## src/rtl/uart_program_loader_if.sv

```systemverilog
// Program-memory write port driven by the UART boot loader.
// The loader drives it through the master modport; program memory consumes the slave side.
interface uart_program_loader_if;
   logic        write_enable;
   logic [31:0] address;
   logic [31:0] write_data;

   modport master (output write_enable, output address, output write_data);
   modport slave  (input  write_enable, input  address, input  write_data);
endinterface

```

## src/rtl/uart_program_loader.sv

```systemverilog
// UART (8N1) boot loader: receives a length-prefixed image, writes 32-bit words to program memory
// and holds the core in reset until done. Define LOADER_CHECKSUM_EN for a trailing XOR check byte.
module uart_program_loader #(
   parameter int CLK_FREQ_HZ = 50_000_000,
   parameter int BAUD_RATE   = 115_200,
   parameter int MAX_WORDS   = 1024
) (
   input  logic                   clk,
   input  logic                   reset_n,
   input  logic                   io_rx,
   uart_program_loader_if.master  mem,
   output logic                   cpu_reset_n,
   output logic                   load_done,
   output logic                   load_error
);

   localparam int CLKS_PER_BIT = CLK_FREQ_HZ / BAUD_RATE;
   localparam int BAUD_W       = $clog2(CLKS_PER_BIT);
   localparam logic [BAUD_W-1:0] BAUD_LAST = BAUD_W'(CLKS_PER_BIT - 1);
   localparam logic [BAUD_W-1:0] HALF_LAST = BAUD_W'(CLKS_PER_BIT / 2 - 1);

   typedef enum logic [1:0] {RX_IDLE, RX_START, RX_DATA, RX_STOP} rx_state_t;

   typedef enum logic [2:0] {
      LD_LEN_LO, LD_LEN_HI, LD_WORD, LD_WRITE,
`ifdef LOADER_CHECKSUM_EN
      LD_CHECK,
`endif
      LD_DONE, LD_ERROR
   } ld_state_t;

   logic              rx_meta, rx_sync;
   rx_state_t         rx_state, rx_next;
   logic [BAUD_W-1:0] baud_cnt;
   logic [2:0]        bit_cnt;
   logic [7:0]        rx_shift;
   logic              baud_tick, half_tick, byte_valid, frame_err;

   ld_state_t         ld_state, ld_next;
   logic [7:0]        len_lo;
   logic [15:0]       len_n, len_words, word_idx;
   logic [1:0]        byte_cnt;
   logic [31:0]       word_buf, addr_q, data_q;
   logic              we_q, done_q, err_q;
`ifdef LOADER_CHECKSUM_EN
   logic [7:0]        chk;
`endif

   // NOTE: state registers use non-blocking assignments so every flop samples pre-edge values.
   always_ff @(posedge clk or negedge reset_n) begin
      if (!reset_n) begin
         rx_meta <= 1'b1;
         rx_sync <= 1'b1;
      end else begin
         rx_meta <= io_rx;
         rx_sync <= rx_meta;
      end
   end

   assign baud_tick = (baud_cnt == BAUD_LAST);
   assign half_tick = (baud_cnt == HALF_LAST);

   // NOTE: every signal written here is defaulted first, so no path can infer a latch.
   always_comb begin
      rx_next    = rx_state;
      byte_valid = 1'b0;
      frame_err  = 1'b0;
      case (rx_state)
         RX_IDLE:  if (!rx_sync) rx_next = RX_START;
         RX_START: if (half_tick) rx_next = rx_sync ? RX_IDLE : RX_DATA;
         RX_DATA:  if (baud_tick && bit_cnt == 3'd7) rx_next = RX_STOP;
         RX_STOP: begin
            if (baud_tick) begin
               rx_next    = RX_IDLE;
               byte_valid = rx_sync;
               frame_err  = !rx_sync;
            end
         end
         default:  rx_next = RX_IDLE;
      endcase
   end

   always_ff @(posedge clk or negedge reset_n) begin
      if (!reset_n) begin
         rx_state <= RX_IDLE;
         baud_cnt <= '0;
         bit_cnt  <= '0;
         rx_shift <= '0;
      end else begin
         rx_state <= rx_next;
         // Restart the baud counter on every state change so each phase is timed from its own entry
         if (rx_state == RX_IDLE || rx_next != rx_state || baud_tick) baud_cnt <= '0;
         else                                                          baud_cnt <= baud_cnt + 1'b1;
         if (rx_state == RX_START) bit_cnt <= '0;
         if (rx_state == RX_DATA && baud_tick) begin
            rx_shift <= {rx_sync, rx_shift[7:1]};
            bit_cnt  <= bit_cnt + 3'd1;
         end
      end
   end

   assign len_n = {rx_shift, len_lo};

   always_comb begin
      ld_next = ld_state;
      case (ld_state)
         LD_LEN_LO: if (byte_valid) ld_next = LD_LEN_HI;
         LD_LEN_HI: begin
            if (byte_valid) begin
               if (len_n == 16'd0)
`ifdef LOADER_CHECKSUM_EN
                  ld_next = LD_CHECK;
`else
                  ld_next = LD_DONE;
`endif
               else if ({16'd0, len_n} > 32'(MAX_WORDS)) ld_next = LD_ERROR;
               else                                       ld_next = LD_WORD;
            end
         end
         LD_WORD:   if (byte_valid && byte_cnt == 2'd3) ld_next = LD_WRITE;
         LD_WRITE: begin
            if (word_idx + 16'd1 == len_words)
`ifdef LOADER_CHECKSUM_EN
               ld_next = LD_CHECK;
`else
               ld_next = LD_DONE;
`endif
            else
               ld_next = LD_WORD;
         end
`ifdef LOADER_CHECKSUM_EN
         LD_CHECK:  if (byte_valid) ld_next = (rx_shift == chk) ? LD_DONE : LD_ERROR;
`endif
         LD_DONE:   ld_next = LD_DONE;
         default:   ld_next = LD_ERROR;
      endcase
      // A completed load ignores the line entirely, including garbage framing
      if (frame_err && ld_state != LD_DONE) ld_next = LD_ERROR;
   end

   always_ff @(posedge clk or negedge reset_n) begin
      if (!reset_n) begin
         ld_state  <= LD_LEN_LO;
         len_lo    <= '0;
         len_words <= '0;
         word_idx  <= '0;
         byte_cnt  <= '0;
         word_buf  <= '0;
         addr_q    <= '0;
         data_q    <= '0;
         we_q      <= 1'b0;
         done_q    <= 1'b0;
         err_q     <= 1'b0;
`ifdef LOADER_CHECKSUM_EN
         chk       <= '0;
`endif
      end else begin
         ld_state <= ld_next;
         if (ld_state == LD_LEN_LO && byte_valid) len_lo    <= rx_shift;
         if (ld_state == LD_LEN_HI && byte_valid) len_words <= len_n;
         if (ld_state == LD_WORD && byte_valid) begin
            word_buf <= {rx_shift, word_buf[31:8]};
            byte_cnt <= byte_cnt + 2'd1;
`ifdef LOADER_CHECKSUM_EN
            chk      <= chk ^ rx_shift;
`endif
         end
         // Address and data are latched as the word completes and then held until the next one
         if (ld_state == LD_WORD && ld_next == LD_WRITE) begin
            addr_q <= {14'd0, word_idx, 2'b00};
            data_q <= {rx_shift, word_buf[31:8]};
         end
         if (ld_state == LD_WRITE) word_idx <= word_idx + 16'd1;
         we_q   <= (ld_next == LD_WRITE);
         done_q <= (ld_next == LD_DONE);
         err_q  <= (ld_next == LD_ERROR);
      end
   end

   assign mem.write_enable = we_q;
   assign mem.address      = addr_q;
   assign mem.write_data   = data_q;
   assign cpu_reset_n      = done_q;
   assign load_done        = done_q;
   assign load_error       = err_q;

endmodule

```

## src/flat_wrapper.sv

```systemverilog
// flat-port wrapper written by rule: the top's interface ports become plain ports
module uart_program_loader_flat 
#(
   parameter int CLK_FREQ_HZ = 50_000_000,
   parameter int BAUD_RATE   = 115_200,
   parameter int MAX_WORDS   = 1024
)
  (clk, reset_n, io_rx, cpu_reset_n, load_done, load_error, mem_write_enable, mem_address, mem_write_data);
  uart_program_loader_if mem_i ();
  input  logic clk;
  input  logic reset_n;
  input  logic io_rx;
  output logic cpu_reset_n;
  output logic load_done;
  output logic load_error;
  output wire logic [$bits(mem_i.write_enable)-1:0] mem_write_enable;
  output wire logic [$bits(mem_i.address)-1:0] mem_address;
  output wire logic [$bits(mem_i.write_data)-1:0] mem_write_data;
  assign mem_write_enable = mem_i.write_enable;
  assign mem_address = mem_i.address;
  assign mem_write_data = mem_i.write_data;
  uart_program_loader #(.CLK_FREQ_HZ(CLK_FREQ_HZ), .BAUD_RATE(BAUD_RATE), .MAX_WORDS(MAX_WORDS)) u_core (.clk(clk), .reset_n(reset_n), .io_rx(io_rx), .mem(mem_i), .cpu_reset_n(cpu_reset_n), .load_done(load_done), .load_error(load_error));
endmodule
```

## config.mk

```make
export PLATFORM = sky130hd
export DESIGN_NAME = uart_program_loader_flat
export DESIGN_NICKNAME = d
export VERILOG_FILES = /design/src/rtl/uart_program_loader_if.sv /design/src/rtl/uart_program_loader.sv /design/src/flat_wrapper.sv
export SDC_FILE = /design/constraint.sdc
export NUM_CORES = 1
export LEC_CHECK = 0
export CAP_MARGIN = 20
export CORE_MARGIN = 2
export CORE_UTILIZATION = 45
export DETAILED_ROUTE_END_ITERATION = 10
export PLACE_DENSITY_LB_ADDON = 0.05
export SLEW_MARGIN = 40
export SYNTH_ARGS = -nofsm -noshare
export SYNTH_HDL_FRONTEND = slang
export SYNTH_SLANG_ARGS = --single-unit
```

## constraint.sdc

```tcl
create_clock -name clk -period 2.4 [get_ports clk]
set_input_delay 0.48 -clock clk [delete_from_list [all_inputs] [get_ports clk]]
set_output_delay 0.48 -clock clk [all_outputs]
set_load 0.05 [all_outputs]
```

* Word-level counts from Yosys, hierarchy flattened
Cells that the tools add are included.
Storage, ports and cells: bits in registers 152, memories kept 0, RAM bits 0, output and inout bits 68, logic and storage cells 75, ROM bits 0, latch bits 0
Operators by class: multiply operators 0, div/mod/pow operators 0, eq/ne operators 17, muxes and demuxes 21, order comparisons 1, bitwise logic cells 0, reduce and logical (&&, ||, !) cells 15, shift-type cells 0, add/subtract/negate cells 4
Operators with widths (count):
- 3-bit two-way mux | 9
- 16-bit by 1-bit adder with 16-bit output, second input constant | 1
- 16-bit == test | 1
- 16-bit by 11-bit > comparator with 1-bit output, second input constant | 1
- 16-bit zero test | 1
- 3-bit case mux with 5 select lines | 1
- 3-bit == test, second input constant | 4
- 2-bit two-way mux | 5
- 9-bit by 1-bit adder with 9-bit output, second input constant | 1
- 3-bit by 2-bit == test with 1-bit output, second input constant | 3
- 9-bit by 8-bit == test with 1-bit output, second input constant | 1
- 9-bit == test, second input constant | 1
- 9-bit two-way mux | 1
- 1-bit logical AND | 8
- 2-bit case mux with 4 select lines | 1
- 2-bit == test, second input constant | 3
- 1-bit two-way mux | 4
- 3-bit by 1-bit adder with 3-bit output, second input constant | 1
- 3-bit by 1-bit == test with 1-bit output, second input constant | 1
- 3-bit zero test | 1
- 3-bit inequality test, second input constant | 1
- 2-bit by 1-bit adder with 2-bit output, second input constant | 1
- 2-bit by 1-bit == test with 1-bit output, second input constant | 1
- 2-bit zero test | 1
- 4 further kinds | 5

* Logic depth before layout (Yosys ltp)
Gate-level depths: netlist of the first run.
word-level depth 9, depth in mapped cells 10, gate-level depth less buffers 9

* Worst setup path before layout of the first run
Ideal clock, no wire load.
path kind register to register, start point reg u_core.baud_cnt[1], end point reg u_core.len_words[10], cell stages (with the launch flop) 10, setup slack 0.297 ns, period minus slack after synthesis 2.103 ns, data arrival time 1.978 ns, data required time 2.275 ns, path through dfrtp_1 -> inv_1 -> ha_1 -> nor4bb_2 -> and4_1 -> buf_4 -> and4_1 -> buf_6 -> buf_6 -> mux2_2
Between the ends: longest elaborated chain between the ends 4
RTL lines:
- start, declared | RTL line uart_program_loader.sv:34 | logic [BAUD_W-1:0] baud_cnt;
- start signal, assigned | RTL line uart_program_loader.sv:93 | else baud_cnt <= baud_cnt + 1'b1;
- 9-bit == test | RTL line uart_program_loader.sv:60 | assign baud_tick = (baud_cnt == BAUD_LAST);
- 1-bit two-way mux | RTL line uart_program_loader.sv:73 | if (baud_tick) begin
- 1-bit two-way mux | RTL line uart_program_loader.sv:68 | case (rx_state)
- 1-bit logical AND | RTL line uart_program_loader.sv:160 | if (ld_state == LD_LEN_HI && byte_valid) len_words <= len_n;
- end signal, assigned | RTL line uart_program_loader.sv:160
- end, declared | RTL line uart_program_loader.sv:41 | logic [15:0] len_n, len_words, word_idx;
Every way passes these cells. A chain may end at the register's enable or synchronous reset.

* Worst setup path after layout of the first run
start point reg u_core.word_idx[2], end point reg u_core.err_q, in the netlist u_core.load_error
Between the ends: longest elaborated chain between the ends 6
RTL lines:
- start, declared | RTL line uart_program_loader.sv:41
- start signal, assigned | RTL line uart_program_loader.sv:173 | if (ld_state == LD_WRITE) word_idx <= word_idx + 16'd1;
- 16-bit by 1-bit adder with 16-bit output | RTL line uart_program_loader.sv:122 | if (word_idx + 16'd1 == len_words)
- 16-bit == test | RTL line uart_program_loader.sv:122
- 3-bit two-way mux | RTL line uart_program_loader.sv:122
- 3-bit case mux with 5 select lines | RTL line uart_program_loader.sv:106 | case (ld_state)
- 3-bit two-way mux | RTL line uart_program_loader.sv:138 | if (frame_err && ld_state != LD_DONE) ld_next = LD_ERROR;
- 3-bit == test | RTL line uart_program_loader.sv:176 | err_q <= (ld_next == LD_ERROR);
- end signal, assigned | RTL line uart_program_loader.sv:176
- end, declared | RTL line uart_program_loader.sv:44 | logic we_q, done_q, err_q;
Every way passes these cells.

==> results by stage, run 1 <==
Power:
- The power per cell area is 627 nW/um^2.
- The leakage power figure is 0.00397 uW.
- The worst-case IR drop observed on VDD is 0.424 mV.
- The internal portion of total power is 3850 uW.
- The switching part of the total is 22.8%.
- Per report_power, the sequential group accounts for 48.8% of the total.
- The switching power is 1140 uW.
- The proportion of power drawn by combinational gates is 2.3%.
- The clock group share of total power is 48.9%.

Final layout:
- The number of antenna cells inserted is 0.
- The library cells used most frequently in the layout, excluding fill and tap cells, are sky130_fd_sc_hd__nand2_1 (174), sky130_fd_sc_hd__dfrtp_1 (141), sky130_fd_sc_hd__mux2_2 (55).
- The non-filler instance count after layout is 890.
- From synthesis to final layout, the design area changed by 20.9%.
- Cells with a size suffix above 1 make up 19.1% of the layout.
- The most common cell after layout, fill and taps aside is sky130_fd_sc_hd__nand2_1.
- For this run, the share of the core covered by cells in the final layout is 55.2%.
- The final-stage net count is 703.
- Summing all non-filler instances in the final layout gives an area of 7960 sq um.

Synth:
- The number of distinct standard cells referenced by the synthesized netlist is 53.
- The portion of synthesized area spent on multiplexers is 9.71%.
- Synthesis produced a netlist whose cell count is 624.
- In the post-synthesis netlist, the biggest area contributors are sky130_fd_sc_hd__dfrtp_1 (54%), sky130_fd_sc_hd__nand2_1 (9.9%), sky130_fd_sc_hd__mux2_2 (9.4%), sky130_fd_sc_hd__xnor2_1 (3.1%), sky130_fd_sc_hd__xor2_1 (2.9%).
- In this run the biggest area consumer among cell types represents 54.0% of the synthesized area.
- The async set-reset flop share out of synthesis is 100%.
- The most used flip-flop cell after synthesis is sky130_fd_sc_hd__dfrtp_1.
- The post-synthesis share of cell area spent on xor and xnor gates is 5.99%.
- Of the total synthesized cell area, the portion taken by AND, OR, NAND and NOR gates is 18.6%.
- A synthesized cell averages 10.6 sq um.
- sky130_fd_sc_hd__dfrtp_1 takes more of the synthesized area than any other cell.
- The number of synthesized flops with an enable pin is 0.
- The arithmetic-cell share of the synthesized area counting full adders, half adders and majority gates is 1.33%.
- The dominant combinational cell family by area after synthesis is simple AND/OR/NAND/NOR gates.
- The number of warnings printed during yosys synthesis is 0.
- The sequential cell area fraction in the yosys report is 54.8%.
- The cell area after synthesis is 6580 sq um.
- Synthesis inferred 144 register bits.
- Summing the areas of all compound-gate instances in the mapped netlist gives 4.54% of the synthesized area.

Detailed routing:
- The routed layout has 4533 vias.
- The detail route stage leaves a number of antenna-violating nets equal to 0.
- The count of TritonRoute iterations in the first routing pass is 4.
- The routed wire length per instance is 15.5 um.
- For this block, the initial DRC count from the detailed router was 194.
- The aggregate routed wire length is 13.8 mm.
- The number of DRC violations after detailed routing is 0.
- Using the TritonRoute via totals, the vias-per-cell ratio works out to 5.09.

Placement:
- The count of buffers inserted at the top-level ports is 54.
- At the end of routability-driven placement, the weighted congestion stood at 0.883.
- The HPWL after detailed placement is 9.42 mm.
- In this run the cell area measured after placement is 7370 sq um.
- After detailed placement, the design holds a cell count of 858.

Global routing:
- The sum of overflow across all layers after global routing is 0.
- Entering global routing, the biggest net connects 60 pins.
- The global-route wire length before repair is 23.4 mm.
- In the global route stage, overall resource usage came out at 18.8%.
- The via count of the first global-routing pass is 4575.
- The initial antenna violation count is 0.

Critical path:
- The worst setup path is captured at a flop.
- In this run the critical register-to-register path is captured at u_core.load_error.
- The cell count of the worst reg-to-reg path is 9.
- In this run the register-to-register setup slack is 0.16 ns.
- The largest fanout on the critical path is 5.
- The startpoint identified for the worst register-to-register timing path is u_core.word_idx[2].
- The startpoint of the worst setup timing path is u_core.word_idx[2].
- STA classifies the critical path startpoint as a flop.
- The data arrival time of the critical path is 2.58 ns.
- The required time at the worst-slack endpoint is 2.74 ns.
- Following the worst setup path forward leads to its endpoint at u_core.load_error.
- The setup path with the least slack is of type flop to flop.

STA:
- Clock skew on the completed layout was measured at 0.00675 ns.
- The period utilization is 93.4%.
- The highest attainable clock frequency is 446 MHz.
- Setup violations remaining at the end of the flow were counted as 0.
- The worst pin sits at a relative slew slack of 61.4%.
- The slew at the pin closest to its max-slew limit is 0.573 ns.
- The clock period minus worst slack is 2.24 ns.
- Hold timing on the final database bottoms out at a slack of 0.0443 ns.
- The number of pins exceeding their max-slew limit in the final report is 0.
- The final hold violation count was 0.

Floorplan:
- The floorplan step set the die height to 125 um.
- The die is 125 um wide.
- The area of the die is 15600 sq um.
- After floorplanning, the core was divided into 44 placement rows.
- The initial utilization of the core area, before any placement, comes to 45.6%.
- The area of the placeable core is 14400 sq um.
- 71 I/O pins were placed.

Clock network:
- After clock tree synthesis, the flow added hold-fix buffers numbering 0.
- Counting every sink on the clock net gives 144.
- The root buffer cell chosen for the clock tree is sky130_fd_sc_hd__clkbuf_16.
- After clock tree synthesis, the clock-pin slew on the worst setup and hold paths is 0.06 ns.
- The clock tree from TritonCTS is done.
- The insertion delay to the later sink of the worst-skew pair is 0.42 ns.
- Once the clock tree was built, the setup fixing pass inserted 0 buffers.
- The number of gates resized after CTS is 0.
- The H-tree depth is 4.
- The total CTS buffers is 17.
- No sink is reached through more buffers than the 2 on the longest clock path.

Run:
- The number of violations of the max-capacitance limit is 0.

Outcome:
- The run finished with clean final reports.

Worst hold path:
- In this run the worst hold path is classified as input pin to async pin.
==> worst min-delay path by stage <==
stage / endpoint / slack (ns) / cells past startpoint
after floorplan: u_core.baud_cnt[0] / 0.18 / 0
after global placement: u_core.rx_sync / 0.35 / 0
after detailed placement: u_core.rx_sync / 0.35 / 0
after CTS: u_core.mem.write_data[8] / 0.05 / 1
after global routing: u_core.mem.write_data[8] / 0.08 / 1
final: u_core.mem.write_data[8] / 0.04 / 1
==> kinds of logic (layout without fill, tap and decap cells) <==
logic type               after synthesis  in the layout
flip-flops                           144            144
adder cells (fa/ha/maj)                7              7
multiplexers                          57             57
other                                  1             16
buffers and inverters                 56            123
AO/OA/AOI/OAI                         44             44
XOR/XNOR                              45             45
AND/OR/NAND/NOR                      270            270
==> cells in the mapped netlist, drive strengths merged, types with 2 or more instances <==
| master | instances |
|---|---|
| mux2i | 2 |
| or3 | 2 |
| o221ai | 2 |
| o2111ai | 2 |
| nand3 | 16 |
| clkbuf | 13 |
| inv | 11 |
| a21o | 3 |
| xnor2 | 23 |
| a21oi | 8 |
| a311oi | 2 |
| nand4 | 7 |
| nor3 | 7 |
| buf | 32 |
| a31oi | 4 |
| and4 | 5 |
| or2 | 2 |
| and2 | 3 |
| xor2 | 22 |
| nand3b | 2 |
| nor4 | 11 |
| dfrtp | 142 |
| mux2 | 55 |
| a22o | 4 |
| dfstp | 2 |
| and3 | 4 |
| ha | 7 |
| nand2 | 175 |
| o21ai | 11 |
| nor2 | 30 |
==> power groups by stage <==
stage | sequential (uW) | combinational [uW] | clock [uW]
final | 2430 | 116 | 2440
after detailed placement | 2480 | 120 | 0
after CTS | 2430 | 121 | 2510
after global routing | 2430 | 129 | 2620
after global placement | 2480 | 119 | 0
after floorplan | 2480 | 76.9 | 0
==> area by class of cell <==
type	count	area (sq um)
Multi-Input combinational cell	439	2740
Inverter	11	41.3
Sequential cell	144	3610
Fill cell	1282	6470
Timing Repair Buffer	80	787
Tap cell	184	230
Clock buffer	21	470
Clock inverter	11	81.3
==> through the flow <==
step | power (uW) | setup TNS (ns) | setup WS, ns
5_1_grt | 5180 | -0.000135 | -0.000135
4_1_cts | 5060 | 0 | 0.0346
3_3_place_gp | 2600 | 0 | 0.0970
6_report | 4990 | 0 | 0.158
2_1_floorplan | 2550 | 0 | 0.297
3_5_place_dp | 2600 | 0 | 0.0847
==> state kept, by name, summed over array words and instances, names as in the netlist <==
| name | count |
|---|---|
| u_core.mem.write_data | 32 |
| u_core.ld_state | 3 |
| u_core.rx_state | 2 |
| u_core.len_lo | 8 |
| u_core.rx_sync | 1 |
| u_core.rx_shift | 8 |
| u_core.cpu_reset_n | 1 |
| u_core.load_error | 1 |
| u_core.word_idx | 16 |
| u_core.word_buf | 24 |
| u_core.bit_cnt | 3 |
| u_core.len_words | 16 |
| u_core.baud_cnt | 9 |
| u_core.mem.write_enable | 1 |
| u_core.byte_cnt | 2 |
| u_core.rx_meta | 1 |
| u_core.mem.address | 16 |
==> critical path, cell delays in order, from the launching register on <==
cell and delay, ns:
sky130_fd_sc_hd__dfrtp_1 0.46, sky130_fd_sc_hd__buf_4 0.18, sky130_fd_sc_hd__nand3_1 0.20, sky130_fd_sc_hd__xnor2_1 0.19, sky130_fd_sc_hd__mux2i_1 0.18, sky130_fd_sc_hd__a21oi_2 0.12
sky130_fd_sc_hd__nor4_2 0.34, sky130_fd_sc_hd__buf_4 0.19, sky130_fd_sc_hd__a31oi_1 0.13, sky130_fd_sc_hd__a21oi_1 0.17
==> per-layer routing <==
layer  track usage, %  part of all wire (%)  vias to the layer above  wire, um
met2             30.1                    49                       80      6780
met3             3.85                   2.6                       21       362
met1             25.2                    46                     2225      6370
li1                 -                     -                     2207         -
met4             7.45                   1.8                        0       244
met5                0                     0                        -         0
Note: power is estimated with default switching activity, not from simulation.
==> run 2: changes to the inputs <==
--- a/config.mk
+++ b/config.mk
@@ -10,6 +10,7 @@
 export CORE_UTILIZATION = 45
 export DETAILED_ROUTE_END_ITERATION = 10
 export PLACE_DENSITY_LB_ADDON = 0.05
+export SETUP_SLACK_MARGIN = 0.3
 export SLEW_MARGIN = 40
 export SYNTH_ARGS = -nofsm -noshare
 export SYNTH_HDL_FRONTEND = slang
==> results by stage, run 2 (synthesized netlist as in run 1, its figures left out) <==
Outcome:
- The run finished with clean final reports.

Clock network:
- The H-tree was split into 4 levels.
- TritonCTS created 17 clock buffers.
- The clock root buffer is sky130_fd_sc_hd__clkbuf_16.
- The insertion delay to the later sink of the worst-skew pair is 0.43 ns.
- No sink is reached through more buffers than the 2 on the longest clock path.
- Clock-pin slew was measured on the worst setup and hold paths at 0.06 ns.
- The TritonCTS sink count is 144.
- TritonCTS built the clock tree.

Final layout:
- The number of antenna diodes in the final layout is 0.
- In the layout the commonest cells are sky130_fd_sc_hd__nand2_1 (172), sky130_fd_sc_hd__dfrtp_1 (135), sky130_fd_sc_hd__mux2_2 (42).
- The most common cell after layout, fill and taps aside is sky130_fd_sc_hd__nand2_1.
- The synthesis-to-layout area growth is 26.4%.
- The register with the most flip-flops in the layout has 32 of them.
- The post-route netlist has 22.7% of its cells at a drive strength greater than 1.
- After the last flow step, the layout net total stands at 718.

Critical path:
- The source of the worst register-to-register timing path is u_core.word_idx[3].
- STA classifies the critical path endpoint as a flop.
- The largest fanout on the critical path is 7.
- The terminus of the critical flop-to-flop path is u_core.load_error.
- The worst register-to-register path has a depth of 7.
- The sort of element at the start of the critical path is a flop.
- The data arrival time of the critical path is 2.43 ns.
- The critical path is of the flop to flop type.
- The required time at the worst-slack endpoint is 2.75 ns.
- The flop-to-flop setup slack is 0.31 ns.

STA:
- The highest attainable clock frequency is 480 MHz.
- Setup repair after global routing could not meet its margin everywhere.
- Of the available clock period, the critical path in the final layout requires 86.9%.
- At the pin with the least slew margin, the transition time is 0.631 ns.
- The worst clock skew is 0.0109 ns.
- The setup TNS is 0 ns.
- Setup violations remaining at the end of the flow were counted as 0.
- The worst slew margin relative to its limit is 57.9%.
- The number of pins exceeding their max-slew limit in the final report is 0.
- The worst path needs 2.09 ns of the cycle, external delays included.
- The final hold violation count is 0.

Worst hold path:
- The number of cells on the worst hold path is 0.
- In this run the worst hold path is classified as flop to flop.
- The launch instance of the worst min-delay path is u_core.rx_meta.
- The worst hold path endpoint is u_core.rx_sync.

Global routing:
- The global-route total usage across every layer is 19.0%.
- The via count of the first global-routing pass is 4615.
- The largest net degree at the start of global routing is 53.
- The global-route wire length before repair is 23.6 mm.
- The initial antenna violation count was 0.
- The sum of overflow across all layers after global routing is 0.

Placement:
- The count of buffers inserted at the top-level ports is 54.
- The routability congestion estimate from global placement is 0.866.
- Once detailed placement completed, the half-perimeter wirelength came to 9.50 mm.

Detailed routing:
- The aggregate routed wire length is 14.4 mm.
- The number of vias after detailed routing is 4646.
- The pre-antenna-repair detailed-routing pass consisted of 4 iterations.
- The number of DRC violations after detailed-routing iteration 0 is 272.
- Once detail routing completed, the nets flagged for antenna violations numbered 0.
- The routed wire length per instance is 15.9 um.
- Using the TritonRoute via totals, the vias-per-cell ratio works out to 5.13.
- For this run, design rule violations remaining after detail routing come to 0.

Floorplan:
- The area of the placeable core is 14400 sq um.
- The floorplan step set the die width to 125 um.
- The number of rows created at floorplan is 44.
- The area of the die is 15600 sq um.
- Measured along the y axis, the die boundary spans 125 um.
- The starting density of the core is 45.6%.
- The number of placed I/O pins is 71.

Run:
- The number of violations of the max-capacitance limit is 0.

Power:
- The switching part of the total is 22.3%.
- Dividing total power by cell area gives a power density of 619 nW/um^2.
- The proportion of power drawn by combinational gates is 2.3%.
- The clock group share of total power is 50.5%.
- Across the VDD grid, the largest voltage drop is 0.453 mV.
- In this run the static leakage power is 0.00444 uW.
- The internal portion of total power is 4000 uW.
- The overall power after layout is 5150 uW.
- The analysis attributes to net switching a power of 1150 uW.
- The power share of the sequential group is 47.2%.
[run 2: power by group through the flow]
| stage | Clock, uW | Combinational [uW] | Sequential (uW) |
|---|---|---|---|
| 6_report | 2600 | 116 | 2430 |
| 2_1_floorplan | 0 | 76.9 | 2480 |
| 5_1_grt | 2780 | 130 | 2430 |
| 3_3_place_gp | 0 | 116 | 2480 |
| 3_5_place_dp | 0 | 118 | 2480 |
| 4_1_cts | 2660 | 120 | 2430 |
[run 2: metal layers]
metal	vias to the layer above	share of wire (%)	GRT usage, %
li1	2233	-	-
met1	2290	46	25.9
met3	22	3.6	4.02
met4	0	1.9	9.67
met2	101	48	29.1
met5	-	0	0
[run 2: final cells by class]
type | instances | area (sq um)
inverters | 11 | 41.3
well taps | 184 | 230
repair buffers | 95 | 987
clock inverters | 13 | 138
multi-input cells | 439 | 2870
fillers | 1252 | 6100
clock buffers | 19 | 443
flip-flops and latches | 144 | 3610
[run 2: how the worst max path moves through the flow]
stage               depth (start not counted)               start                   end  slack [ns]
floorplan                                   9  u_core.baud_cnt[1]  u_core.len_words[10]        0.37
global placement                            5  u_core.baud_cnt[2]    u_core.rx_shift[2]        0.24
detailed placement                          8  u_core.word_idx[0]     u_core.load_error        0.19
CTS                                         7  u_core.word_idx[4]     u_core.load_error        0.26
global route                                7  u_core.word_idx[5]     u_core.load_error        0.20
finish                                      7  u_core.word_idx[3]     u_core.load_error        0.31
[run 2: repair_timing]
item	4_1_cts	5_1_grt
endpoints found under the hold margin	44	0
setup endpoints to repair	45	99
gates cloned	0	3
buffers inserted	3	9
pin swaps	3	10
hold buffers	1	0
gates resized for setup	19	53
[run 2: critical path, cell delays in order, from the launching register on]
cell and delay (ns):
sky130_fd_sc_hd__dfrtp_2 0.42, sky130_fd_sc_hd__and4_2 0.30, sky130_fd_sc_hd__nand2_1 0.10, sky130_fd_sc_hd__or3_4 0.35, sky130_fd_sc_hd__xnor2_1 0.17, sky130_fd_sc_hd__nor4_4 0.33, sky130_fd_sc_hd__a31oi_2 0.17, sky130_fd_sc_hd__a21oi_1 0.17
[run 2: metrics by stage]
| stage | instances | instance area [sq um] | hold WS, ns | setup slack [ns] | utilization, % |
|---|---|---|---|---|---|
| 6_report | 905 | 8320 | 0.361 | 0.315 | 57.7 |
| 5_1_grt | 905 | 8320 | 0.368 | 0.204 | 57.7 |
| 2_1_floorplan | 639 | 6640 | 0.184 | 0.367 | - |
| 4_1_cts | 893 | 8000 | 0.360 | 0.258 | 55.5 |
| 3_3_place_gp | 857 | 7360 | 0.346 | 0.243 | 51.0 |
| 3_5_place_dp | 857 | 7360 | 0.349 | 0.191 | 51.0 |
==> run 3: changes to the inputs <==
--- a/config.mk
+++ b/config.mk
@@ -11,7 +11,7 @@
 export DETAILED_ROUTE_END_ITERATION = 10
 export PLACE_DENSITY_LB_ADDON = 0.05
 export SETUP_SLACK_MARGIN = 0.3
-export SLEW_MARGIN = 40
 export SYNTH_ARGS = -nofsm -noshare
 export SYNTH_HDL_FRONTEND = slang
 export SYNTH_SLANG_ARGS = --single-unit
+export TNS_END_PERCENT = 20
==> results by stage, run 3 (synthesized netlist as in run 1, its figures left out) <==
Outcome:
- The run finished with clean final reports.

Power:
- Net switching is 22.3% of the power.
- The internal power of the cells totals 4000 uW.
- The share of total power dissipated in the clock network is 50.5%.
- The power per cell area is 624 nW/um^2.
- VDD sags by at most 0.453 mV.
- In this run the power spent charging and discharging nets is 1150 uW.
- The proportion of power drawn by combinational gates is 2.3%.
- The leakage power figure is 0.00407 uW.
- Of the total power, registers draw 47.2%.

Floorplan:
- The initialized floorplan defines 44 standard-cell rows.
- The floorplan step defined a core boundary enclosing 14400 sq um.
- In this run the horizontal extent of the chip is 125 um.
- The die extent in y is 125 um.
- The area of the die is 15600 sq um.
- The number of placed I/O pins is 71.
- The starting density of the core is 45.6%.

Critical path:
- Together, buffers and inverters on the worst path number 1.
- The required time at the worst-slack endpoint is 1.92 ns.
- The destination of the critical timing path is load_done.
- STA puts the critical path data arrival time at 1.63 ns.
- The cell type of the slowest stage on the worst timing path is sky130_fd_sc_hd__clkdlybuf4s50_1.
- The critical path goes through clkdlybuf4s50_1.
- The critical path starts at u_core.cpu_reset_n.
- The sort of element at the start of the critical path is a flop.
- The largest fanout on the critical path is 2.
- In this run the critical register-to-register path is captured at u_core.load_error.
- The largest stage delay on the critical path is 0.82 ns.
- The sort of element at the end of the critical path is an output pin.
- The category of cells accounting for the largest share of critical-path delay is buffers and inverters.
- The flop-to-flop setup slack is 0.31 ns.
- The depth of the critical timing path with buffers and inverters included is 1.
- The worst register-to-register path has a depth of 7.
- The path type of the worst setup path is flop to output pin.
- The source of the worst register-to-register timing path is u_core.word_idx[3].

Global routing:
- The initial antenna violation count is 0.
- The global-route wire length before repair is 23.6 mm.
- The via count of the first global-routing pass was 4619.
- Global routing used 19.0% of the available tracks.
- After global routing the overflow that remains totals 0.
- The largest net degree at the start of global routing is 53.

Final layout:
- Relative to the synthesized area, the layout overhead comes to 25.4%.
- The final non-filler cell area is 8250 sq um.
- The most common cell after layout, fill and taps aside is sky130_fd_sc_hd__nand2_1.
- The number of flip-flops in the largest register is 32.
- The finished layout holds 903 standard cells, fillers aside.
- The final cell utilization of the core is 57.2%.
- The top cell types in the final layout, fill and taps aside, are sky130_fd_sc_hd__nand2_1 (172), sky130_fd_sc_hd__dfrtp_1 (135), sky130_fd_sc_hd__clkdlybuf4s50_1 (53).
- Cells with a size suffix above 1 make up 22.5% of the layout.
- In the final design database the tool counted 716 nets.
- 0 antenna diodes ended up in the layout.

STA:
- The period utilization is 88.0%.
- Setup violations remaining at the end of the flow were counted as 0.
- The slew at the pin closest to its max-slew limit is 0.642 ns.
- The final hold violation count came to 0.
- The setup TNS is 0 ns.
- The worst slew margin relative to its limit is 57.1%.
- Across the routed clock network, the largest skew measured is 0.00909 ns.
- The final worst hold slack is 0.359 ns.
- Setup repair after global routing could not meet its margin everywhere.
- For this run, the top clock speed supported by timing is 474 MHz.
- Counting I/O delays and the setup requirement, the final critical path takes 2.11 ns.
- The number of pins exceeding their max-slew limit in the final report is 0.

Placement:
- The number of instances in the placed design is 857.
- The routability congestion estimate from global placement is 0.866.
- Buffers placed on the I/O ports in this run total 54.
- The HPWL after detailed placement is 9.50 mm.
- After detailed placement, the total cell area comes to 7360 sq um.

Clock network:
- Clock latency on the worst-skew pair, taken at its later pin, is 0.42 ns.
- The clock root buffer is sky130_fd_sc_hd__clkbuf_16.
- Counting the buffers created by CTS gives 17.
- CTS built an H-tree with a depth of 4.
- TritonCTS built the clock tree.
- The longest clock path from root to sink contains 2 buffers.
- The clock drives 144 sinks.
- The clock transition at the registers of the reported paths is 0.06 ns.

Detailed routing:
- The number of DRC violations after detailed routing is 0.
- In the final routed layout, each cell accounts on average for 15.8 um.
- The aggregate routed wire length is 14.3 mm.
- Before antenna repair, the detailed router went through 4 iterations.
- For this block, the initial DRC count from the detailed router was 221.
- The remaining antenna violation count after routing is 0.
- Using the TritonRoute via totals, the vias-per-cell ratio works out to 5.12.
- The number of vias after detailed routing is 4621.

Run:
- Max-cap violations in this run came to 0.

Worst hold path:
- The class of the tightest hold or removal check is flop to flop.
- The number of cells on the worst hold path is 0.
-- run 3: area by class of cell --
cell class / count / area (sq um)
fill: 1249 / 6170
sequential: 144 / 3610
multi-input combinational: 439 / 2840
tap: 184 / 230
clock buffer: 19 / 443
timing repair buffer: 93 / 942
clock inverter: 13 / 138
inverter: 11 / 41.3
-- run 3: stage by stage --
stage          power, uW  setup slack, ns
2_1_floorplan       2550            0.367
3_3_place_gp        2590            0.243
3_5_place_dp        2590            0.191
4_1_cts             5210            0.257
5_1_grt             5340            0.204
6_report            5150            0.289
-- run 3: worst min path at each step --
stage | from | end | slack, ns
after floorplan | reset_n | u_core.baud_cnt[0] | 0.18
after global placement | u_core.rx_meta | u_core.rx_sync | 0.35
after detailed placement | u_core.rx_meta | u_core.rx_sync | 0.35
after CTS | u_core.rx_meta | u_core.rx_sync | 0.36
after global routing | u_core.rx_meta | u_core.rx_sync | 0.37
final | u_core.rx_meta | u_core.rx_sync | 0.36
-- run 3: repair_timing --
| action | in CTS | in global routing |
|---|---|---|
| pin swaps | 3 | 10 |
| endpoints found under the hold margin | 44 | 0 |
| hold buffers | 1 | 0 |
| endpoints found under the setup margin | 45 | 110 |
| setup buffers | 3 | 8 |
| gates cloned | 0 | 2 |
| gates resized for setup | 8 | 31 |
-- run 3: power groups by stage --
stage	clock network [uW]	registers, uW	logic, uW
floorplan	0	2480	76.9
global placement	0	2480	116
detailed placement	0	2480	118
CTS	2660	2430	120
global route	2780	2430	130
finish	2600	2430	116
-- run 3: layer usage --
layer / global-route usage [%] / up-vias / share of wire [%]
met5: 0 / - / 0
li1: - / 2226 / -
met3: 4.02 / 22 / 3.4
met2: 28.9 / 98 / 48
met4: 9.67 / 0 / 1.9
met1: 25.9 / 2275 / 46
